--- config.mk ---
export PLATFORM = sky130hd
export DESIGN_NAME = rf_wb_buffer
export DESIGN_NICKNAME = d
export VERILOG_FILES = /design/src/rtl/rf_wb_pkg.sv /design/src/rtl/rf_wb_fifo.sv /design/src/rtl/rf_wb_buffer.sv
export SDC_FILE = /design/constraint.sdc
export NUM_CORES = 1
export LEC_CHECK = 0
export CAP_MARGIN = 10
export CORE_MARGIN = 5
export CORE_UTILIZATION = 52
export CTS_CLUSTER_DIAMETER = 120
export DETAILED_ROUTE_END_ITERATION = 10
export PLACE_DENSITY_LB_ADDON = 0.12
export SYNTH_ARGS = -nofsm -noshare
export SYNTH_HDL_FRONTEND = slang
export SYNTH_HIERARCHICAL = 1
export SYNTH_SLANG_ARGS = --single-unit
--- constraint.sdc ---
create_clock -name clock -period 11.47 [get_ports clock]
set_input_delay 2.294 -clock clock [delete_from_list [all_inputs] [get_ports clock]]
set_output_delay 2.294 -clock clock [all_outputs]
set_load 0.005 [all_outputs]
--- src/rtl/rf_wb_pkg.sv ---
// Shared constants, entry type and sizing helper for the writeback buffer.
package rf_wb_pkg;

    localparam int NR_GPR = 32;
    localparam int XLEN   = 64;
    localparam int AW     = $clog2(NR_GPR);

    typedef struct packed {
        logic [AW-1:0]   waddr;
        logic [XLEN-1:0] wdata;
    } wb_entry_t;

    // Occupancy must represent 0..depth inclusive.
    function automatic int occ_width(input int depth);
        return $clog2(depth) + 1;
    endfunction

endpackage

--- src/rtl/rf_wb_fifo.sv ---
// Two-in / two-out circular buffer of writeback entries.
// With RF_WB_FWD_EN defined it also exports its storage and head pointer for lookups.
module rf_wb_fifo
    import rf_wb_pkg::*;
#(
    parameter int DEPTH = 8,
    localparam int PW = $clog2(DEPTH),
    localparam int CW = occ_width(DEPTH)
) (
    input  logic            clock_i,
    input  logic            reset_i,
    input  logic [1:0]      enq_cnt_i,
    input  wb_entry_t       enq_0_i,
    input  wb_entry_t       enq_1_i,
    input  logic [1:0]      deq_cnt_i,
    output wb_entry_t       head_0_o,
    output wb_entry_t       head_1_o,
    output logic [CW-1:0]   count_o
`ifdef RF_WB_FWD_EN
    ,
    output logic [PW-1:0]   head_ptr_o,
    output wb_entry_t [DEPTH-1:0] mem_o
`endif
);

    wb_entry_t     mem_q [DEPTH];
    logic [PW-1:0] head_q, head_d;
    logic [PW-1:0] tail_q, tail_d;
    logic [CW-1:0] count_q, count_d;

    always_comb begin
        head_d  = head_q + PW'(deq_cnt_i);
        tail_d  = tail_q + PW'(enq_cnt_i);
        count_d = count_q + CW'(enq_cnt_i) - CW'(deq_cnt_i);
    end

    always_ff @(posedge clock_i or posedge reset_i) begin
        if (reset_i) begin
            head_q  <= '0;
            tail_q  <= '0;
            count_q <= '0;
        end else begin
            head_q  <= head_d;
            tail_q  <= tail_d;
            count_q <= count_d;
        end
    end

    // Payload storage needs no reset; occupancy alone defines validity.
    always_ff @(posedge clock_i) begin
        if (enq_cnt_i != 2'd0) mem_q[tail_q] <= enq_0_i;
        if (enq_cnt_i == 2'd2) mem_q[tail_q + PW'(1)] <= enq_1_i;
    end

    assign head_0_o = mem_q[head_q];
    assign head_1_o = mem_q[head_q + PW'(1)];
    assign count_o  = count_q;

`ifdef RF_WB_FWD_EN
    assign head_ptr_o = head_q;
    always_comb begin
        for (int i = 0; i < DEPTH; i++) mem_o[i] = mem_q[i];
    end
`endif

    overflow_a: assert property (@(posedge clock_i) disable iff (reset_i)
        count_d <= CW'(DEPTH));
    underflow_a: assert property (@(posedge clock_i) disable iff (reset_i)
        CW'(deq_cnt_i) <= count_q);

endmodule

--- src/rtl/rf_wb_buffer.sv ---
// Writeback buffer feeding the dual-write-port register file: x0 filter, same-address squash.
// Optional forwarding lookups are built only when RF_WB_FWD_EN is defined.
module rf_wb_buffer
    import rf_wb_pkg::*;
#(
    parameter int DEPTH = 8,
    localparam int CW = occ_width(DEPTH)
) (
    input  logic            clock,
    input  logic            reset,
    input  logic            in_0_valid,
    input  logic [AW-1:0]   in_0_waddr,
    input  logic [XLEN-1:0] in_0_wdata,
    input  logic            in_1_valid,
    input  logic [AW-1:0]   in_1_waddr,
    input  logic [XLEN-1:0] in_1_wdata,
    output logic            in_ready,
    input  logic            drain_en,
    output logic            rf_bus_0_wen,
    output logic [AW-1:0]   rf_bus_0_waddr,
    output logic [XLEN-1:0] rf_bus_0_wdata,
    output logic            rf_bus_1_wen,
    output logic [AW-1:0]   rf_bus_1_waddr,
    output logic [XLEN-1:0] rf_bus_1_wdata,
    input  logic [AW-1:0]   fwd_addr_0,
    input  logic [AW-1:0]   fwd_addr_1,
    output logic            fwd_hit_0,
    output logic            fwd_hit_1,
    output logic [XLEN-1:0] fwd_data_0,
    output logic [XLEN-1:0] fwd_data_1,
    output logic [CW-1:0]   count
);

    wb_entry_t     lane_0, lane_1, enq_0, enq_1, head_0, head_1;
    logic          keep_0, keep_1;
    logic          wen_0_raw, wen_1, same_addr;
    logic [1:0]    enq_cnt, deq_cnt;
    logic [CW-1:0] occ;

    assign lane_0 = '{waddr: in_0_waddr, wdata: in_0_wdata};
    assign lane_1 = '{waddr: in_1_waddr, wdata: in_1_wdata};
    assign keep_0 = in_0_valid && (in_0_waddr != '0);
    assign keep_1 = in_1_valid && (in_1_waddr != '0);

    // Conservative: a drain in the same cycle does not open room for a new pair.
    assign in_ready = occ <= CW'(DEPTH - 2);
    assign enq_cnt  = in_ready ? ({1'b0, keep_0} + {1'b0, keep_1}) : 2'd0;
    assign enq_0    = keep_0 ? lane_0 : lane_1;
    assign enq_1    = lane_1;

    assign wen_0_raw = drain_en && (occ != '0);
    assign wen_1     = drain_en && (occ >= CW'(2));
    assign same_addr = wen_1 && (head_0.waddr == head_1.waddr);
    assign deq_cnt   = {1'b0, wen_0_raw} + {1'b0, wen_1};

    // A squashed older write is still consumed; only the younger value reaches the file.
    assign rf_bus_0_wen   = wen_0_raw && !same_addr;
    assign rf_bus_0_waddr = head_0.waddr;
    assign rf_bus_0_wdata = head_0.wdata;
    assign rf_bus_1_wen   = wen_1;
    assign rf_bus_1_waddr = head_1.waddr;
    assign rf_bus_1_wdata = head_1.wdata;
    assign count          = occ;

`ifdef RF_WB_FWD_EN
    localparam int PW = $clog2(DEPTH);
    logic [PW-1:0]          head_ptr;
    wb_entry_t [DEPTH-1:0]  mem;
`endif

    rf_wb_fifo #(.DEPTH(DEPTH)) u_fifo (
        .clock_i   (clock),
        .reset_i   (reset),
        .enq_cnt_i (enq_cnt),
        .enq_0_i   (enq_0),
        .enq_1_i   (enq_1),
        .deq_cnt_i (deq_cnt),
        .head_0_o  (head_0),
        .head_1_o  (head_1),
        .count_o   (occ)
`ifdef RF_WB_FWD_EN
        ,
        .head_ptr_o(head_ptr),
        .mem_o     (mem)
`endif
    );

`ifdef RF_WB_FWD_EN
    // Walk oldest to youngest so the last match left standing is the youngest.
    always_comb begin
        fwd_hit_0  = 1'b0;
        fwd_hit_1  = 1'b0;
        fwd_data_0 = '0;
        fwd_data_1 = '0;
        for (int i = 0; i < DEPTH; i++) begin
            if (CW'(i) < occ) begin
                if ((fwd_addr_0 != '0) && (mem[head_ptr + PW'(i)].waddr == fwd_addr_0)) begin
                    fwd_hit_0  = 1'b1;
                    fwd_data_0 = mem[head_ptr + PW'(i)].wdata;
                end
                if ((fwd_addr_1 != '0) && (mem[head_ptr + PW'(i)].waddr == fwd_addr_1)) begin
                    fwd_hit_1  = 1'b1;
                    fwd_data_1 = mem[head_ptr + PW'(i)].wdata;
                end
            end
        end
    end
`else
    logic unused_fwd;
    assign unused_fwd = ^{fwd_addr_0, fwd_addr_1};
    assign fwd_hit_0  = 1'b0;
    assign fwd_hit_1  = 1'b0;
    assign fwd_data_0 = '0;
    assign fwd_data_1 = '0;
`endif

endmodule

==> results of run 1 <==
flip-flops by register name, summed over array words and instances (netlist names):
name	count
u_fifo/head_q	3
u_fifo/count_o	4
u_fifo/mem_q	552
u_fifo/tail_q	3
stage by stage:
stage | utilization | instance area [sq um] | setup WS, ns | hold WS [ns] | power, W
floorplan | - | 35600 | 1.99 | 0.527 | 0.00651
global placement | 0.568 | 38100 | 4.17 | 0.616 | 0.00898
detailed placement | 0.568 | 38100 | 4.07 | 0.678 | 0.00906
CTS | 0.598 | 40100 | 3.77 | 0.676 | 0.0111
global route | 0.598 | 40100 | 3.57 | 0.731 | 0.0115
finish | 0.598 | 40100 | 3.82 | 0.692 | 0.0110
final cells by class:
cell class | instances | share of cell area
Sequential cell | 562 | 0.420
Timing Repair Buffer | 331 | 0.0802
Clock inverter | 28 | 0.00453
Tap cell | 873 | 0.0272
Inverter | 10 | 0.000936
Antenna cell | 5 | 0.000312
Multi-Input combinational cell | 1647 | 0.422
Clock buffer | 85 | 0.0446
worst max path at each step:
stage | slack, ns | to | start | depth (start not counted)
2_1_floorplan | 1.99 | u_fifo/mem_q[3][0] | in_0_waddr[0] | 8
3_3_place_gp | 4.17 | u_fifo/mem_q[1][33] | in_1_waddr[0] | 10
3_5_place_dp | 4.07 | u_fifo/mem_q[1][33] | in_1_waddr[0] | 10
4_1_cts | 3.77 | rf_bus_0_wen | u_fifo/head_q[0] | 9
5_1_grt | 3.57 | rf_bus_0_wen | u_fifo/head_q[0] | 9
6_report | 3.82 | rf_bus_0_wen | u_fifo/head_q[2] | 10
synthesized netlist by cell type, types with 2 or more instances:
library cell and number:
a2111oi_0 138, a21o_1 2, and2_1 2, and3_1 138, buf_1 8, buf_2 76, buf_4 143, buf_6 12
clkbuf_1 102, dfrtp_1 10, edfxtp_1 552, fa_1 4, ha_1 10, inv_1 10, mux2_1 29, mux2_2 661
mux2i_1 138, mux4_2 138, nand2b_1 2, nand3_1 4, nor2b_1 138, nor3_1 2, nor3_2 2, nor3_4 2
nor4_1 69, o21ai_0 5, o21bai_1 3, o31a_1 2, or2_2 2, or4_1 2, xnor2_1 6, xor2_1 6
logic make-up (layout without fill, tap and decap cells):
logic type | Yosys count | in the layout | share of synthesized area
AOI/OAI and AO/OA | 154 | 154 | 0.0377
xor gates and xnor gates | 14 | 14 | 0.00392
adders and majority gates | 14 | 14 | 0.00584
buffers and inverters | 351 | 454 | 0.0580
DFF | 562 | 562 | 0.479
muxes | 966 | 966 | 0.349
other | 1 | 135 | 0.000107
and+or+nand+nor | 369 | 369 | 0.0666
power breakdown:
part | leakage [nW] | switching, W | internal (W)
clock | 0.970 | 0.000831 | 0.00114
sequential | 5.12 | 0.000221 | 0.00271
combinational | 7.77 | 0.00320 | 0.00291
total | 13.9 | 0.00425 | 0.00676
routing by layer:
metal  track usage  wire length [um]  vias up
li1              -                 -     9895
met1         0.356             41600    11600
met2         0.456             50200      837
met3        0.0457              6990      156
met4        0.0765              2660        8
met5             0                58        -
critical path, stage by stage (launching register included):
cell and delay [ns]:
dfrtp_4 0.77, buf_4 0.93, xnor2_2 0.20, buf_4 0.37, buf_4 0.63, a2111oi_0 0.17
nor4_1 0.52, xnor2_1 0.22, nand4_1 0.13, o31a_1 0.26, clkdlybuf4s50_1 0.52
==> out/summary.txt, run 1 <==
Crit Path Category - reg -> out
Filler Cell Count - 5,271
Layout area overhead - 14.1%
Commonest cells after routing, fill and taps aside - mux2_2 (661), edfxtp_1 (552), clkdlybuf4s50_1 (287)
Area leader, netlist - edfxtp_1
Worst setup SP type - flop
Share of the synthesized area in the top cell type - 0.472
Core Area - 67,000 sq um
CTS Buffer Depth - 3
Die width - 270 um
Io pins - 428
Worst VDD drop - 340 uV
Max_cap viols - 0
# setup viols final - 0
GP Congestion - 0.766
Final Skew - 0.0229 ns
Reg2reg start - u_fifo/count_o[0]
DR vias - 22.5k
Initial antenna violation count - 9
Placed Cells - 3,423
CP max FO - 58
H-tree depth - 3
Min-Delay Path Class - reg -> reg
Max Fclk - 131 MHz
Count of different cell masters after synthesis - 45
# resized after CTS - 0
Depth of the most critical reg-to-reg path - 7
CTS Hold Buffers Added - 0
Nets@finish - 2,785
Worst setup EP type - primary output
Sinks on Clock Net - 562
CTS root buffer - clkbuf_16
P per Cell Area - 275 nW/um^2
#FFs+latches synth - 562
Multi-input logic area - 16,900 sq um
Finished Layout Cells - 3,541
First-pass iteration count of the detailed router - 5
Residual DRC - 0
CTS tree - done
EDFF count, synth - 552
Critical path arrival - 5.35 ns
Max_slew headroom - 0.259
Status - finished clean
Worst slew pin tran - 1.11 ns
Fin. max-slew vios - 0
Clk Latency, worst-skew pair - 0.61 ns
Starting density of the core - 0.524
Antenna viol nets, final - 0
Seq/Total Area, Yosys - 0.479
Drt via density - 6.37
Final WL - 102,000 um
P_leak - 13.9 nW
Min cycle time layout - 7.65 ns
Total track usage - 0.268
Routed len/inst - 28.7 um
Leading post-synthesis cells by cell area - edfxtp_1 (47%), mux2_2 (21%), mux4_2 (8.8%)
CP required - 9.18 ns
Layout cells sized above 1 - 0.358
Final Hold Fails - 0
Top_reg_cell synth - edfxtp_1
Commonest non-fill, non-tap cell in the layout - mux2_2
Post-Syn Area - 35,100 sq um
Setup TNS Final - 0 ns
FF-to-FF End - u_fifo/mem_q[1][36]
Clock transition at path regs - 0.06 ns
Hold Startpoint - u_fifo/tail_q[0]
Area occupied by registers - 16,800 sq um
Gate Count Post-Synth - 2,431
DR iter-0 viols - 1,860
Placement row count - 95
Share of async-settable or async-resettable flops after synthesis - 0.0178
Die Span Y - 270 um
Avg Inst Size Synth - 14.5 sq um
Detailed Place HPWL - 54,500 um
Maximum number of pins on one net before global-route repair - 187
Sink of the worst hold path - u_fifo/tail_q[0]
Global-route wire length before repair - 149,000 um
CTS Buf Count - 66
Syn. warnings - 6
Hold Path Stages - 1
Register-to-register setup slack - 6.94 ns
Overflow after GRT - 0
Vias in the first global route - 23.0k
Port-buffer cells - 287
RSZ-0062 raised after global routing - no
Die Footprint - 72,900 sq um
Tcrit/Tclk final - 0.667
Setup bufs post-CTS - 0
No activity file was read; power rests on OpenSTA's default activity.
==> run 2: changes to the inputs <==
==> constraint.sdc (replaced) <==
create_clock -name clock -period 7 [get_ports clock]
set_input_delay 1.4 -clock clock [delete_from_list [all_inputs] [get_ports clock]]
set_output_delay 1.4 -clock clock [all_outputs]
set_load 0.005 [all_outputs]
==> run 2 against run 1 <==
Setup slack got worse by 2.9 ns. Sequential cell count did not move. Register-to-register slack lost 4.0 ns. Largest cell class unchanged. Critical endpoint is now rf_bus_1_wdata[44]. Sequential power is 62% higher. Clock skew down 0.0045 ns. Power grew 67%. Cell area grew 0.98%. Critical path depth is 5 lower. Cell count up 0.28%. Wire length fell by 0.83%. Global-route usage down 0.19 points. Core utilization rose by 0.59 points.
==> out/summary.txt, run 2 (synthesis results as in run 1) <==
Status - finished clean
Max_slew headroom - 0.252
Vias in the first global route - 23.5k
Min-Delay Path Class - reg -> reg
Worst slew pin tran - 1.12 ns
Core Area - 67,000 sq um
CP required - 5.60 ns
Residual DRC - 0
Placement Setup Slack - 0.928 ns
CTS Hold Buffers Added - 0
Placement row count - 95
Starting density of the core - 0.524
Port-buffer cells - 287
Antenna viol nets, final - 0
Layout cells sized above 1 - 0.364
Sinks on Clock Net - 562
Die Footprint - 72,900 sq um
Global-route wire length before repair - 149,000 um
# setup viols final - 0
Final Skew - 0.0184 ns
First-pass iteration count of the detailed router - 5
Sw Ratio - 0.378
Max_cap viols - 0
CTS tree - done
Min cycle time layout - 6.05 ns
Clk pwr share - 0.191
Die width - 270 um
Tcrit/Tclk final - 0.865
CP max FO - 70
Maximum number of pins on one net before global-route repair - 246
Critical path's slowest cell - ha_4
Area occupied by registers - 16,800 sq um
Combinational Power Share - 0.550
Drt via density - 6.33
CTS root buffer - clkbuf_16
Share of power burned in registers - 0.259
Io pins - 428
Final Hold Fails - 0
P per Cell Area - 454 nW/um^2
Nets@finish - 2,791
GP Congestion - 0.786
Commonest non-fill, non-tap cell in the layout - mux2_2
Max FFs per register - 552
Net Sw Power - 0.00696 W
DR vias - 22.5k
CTS Buf Count - 61
CTS Buffer Depth - 3
Overflow after GRT - 0
Critical path arrival - 4.65 ns
Multi-input logic area - 16,900 sq um
Crit Path Category - reg -> out
Worst setup EP type - primary output
Setup TNS Final - 0 ns
Clk Latency, worst-skew pair - 0.63 ns
Max Fclk - 165 MHz
Biggest register - u_fifo/mem_q
Final WS setup - 0.945 ns
Initial antenna violation count - 7
Worst VDD drop - 737 uV
RSZ-0062 raised after global routing - no
Final WL - 101,000 um
Filler Cell Count - 5,109
Worst setup SP type - flop
Die Span Y - 270 um
Setup bufs post-CTS - 0
Max incr delay on CP - 0.86 ns
Fin. max-slew vios - 0
H-tree depth - 2
DR iter-0 viols - 1,674
Clock transition at path regs - 0.06 ns
Layout area overhead - 15.2%
Detailed Place HPWL - 55,400 um
Routed len/inst - 28.4 um
CP Cell Sequence - ha_4 > buf_4 > a2111oi_0 > nor4_1 > clkdlybuf4s50_1
Commonest cells after routing, fill and taps aside - mux2_2 (661), edfxtp_1 (552), clkdlybuf4s50_1 (287)
# resized after CTS - 0
Total track usage - 0.266
Cell internal pwr - 0.0114 W
P_leak - 14.0 nW
## run 2: path summary, 6_finish.rpt
path                                   start                  to  slack (ns)  depth (start not counted)
min reg2reg                 u_fifo/tail_q[0]    u_fifo/tail_q[0]        0.66                          1
max reg2reg                u_fifo/count_o[2]  u_fifo/mem_q[1][9]        2.94                          7
min in group asynchronous              reset   u_fifo/count_o[0]        1.16                          2
max                         u_fifo/head_q[1]  rf_bus_1_wdata[44]        0.95                          5
max in group asynchronous              reset    u_fifo/head_q[1]        5.49                          2
min                         u_fifo/tail_q[0]    u_fifo/tail_q[0]        0.66                          1
## run 2: final cells by class
| class | instances | area share |
|---|---|---|
| Antenna cell | 4 | 0.000247 |
| Clock buffer | 76 | 0.0401 |
| Clock inverter | 37 | 0.0134 |
| Inverter | 10 | 0.000927 |
| Multi-Input combinational cell | 1647 | 0.418 |
| Sequential cell | 562 | 0.416 |
| Tap cell | 873 | 0.0270 |
| Timing Repair Buffer | 342 | 0.0843 |
## run 2: stage by stage
stage	utilization	instances	hold slack, ns	total power (W)	area, sq um
floorplan	-	2560	0.527	0.0107	35600
detailed placement	0.571	3434	0.641	0.0149	38300
finish	0.604	3551	0.657	0.0184	40500
CTS	0.604	3547	0.654	0.0185	40500
global route	0.604	3550	0.694	0.0193	40500
global placement	0.571	3434	0.629	0.0148	38300
## run 2: critical path: cells and delay by family, from the launching register on
kind                     cells  cell delay [ns]
AND/OR/NAND/NOR              1             0.84
adder cells (fa/ha/maj)      1             0.86
flip-flops                   1             0.60
AO/OA/AOI/OAI                1             0.24
buffers and inverters        2             1.43
## run 2: power by group through the flow
stage | combinational [W] | clock, W | sequential [W]
2_1_floorplan | 0.00593 | 0 | 0.00474
6_report | 0.0101 | 0.00351 | 0.00476
5_1_grt | 0.0107 | 0.00371 | 0.00482
4_1_cts | 0.0102 | 0.00356 | 0.00476
3_3_place_gp | 0.00999 | 0 | 0.00479
3_5_place_dp | 0.0101 | 0 | 0.00483
## run 2: per-layer routing
metal | share of wire | GRT usage | wire (um) | up-vias
met1 | 0.39 | 0.343 | 39600 | 11500
met3 | 0.073 | 0.0440 | 7360 | 166
met4 | 0.027 | 0.0782 | 2730 | 4
met2 | 0.51 | 0.465 | 51000 | 901
li1 | - | - | - | 9885
met5 | 0.00023 | 0 | 23 | -
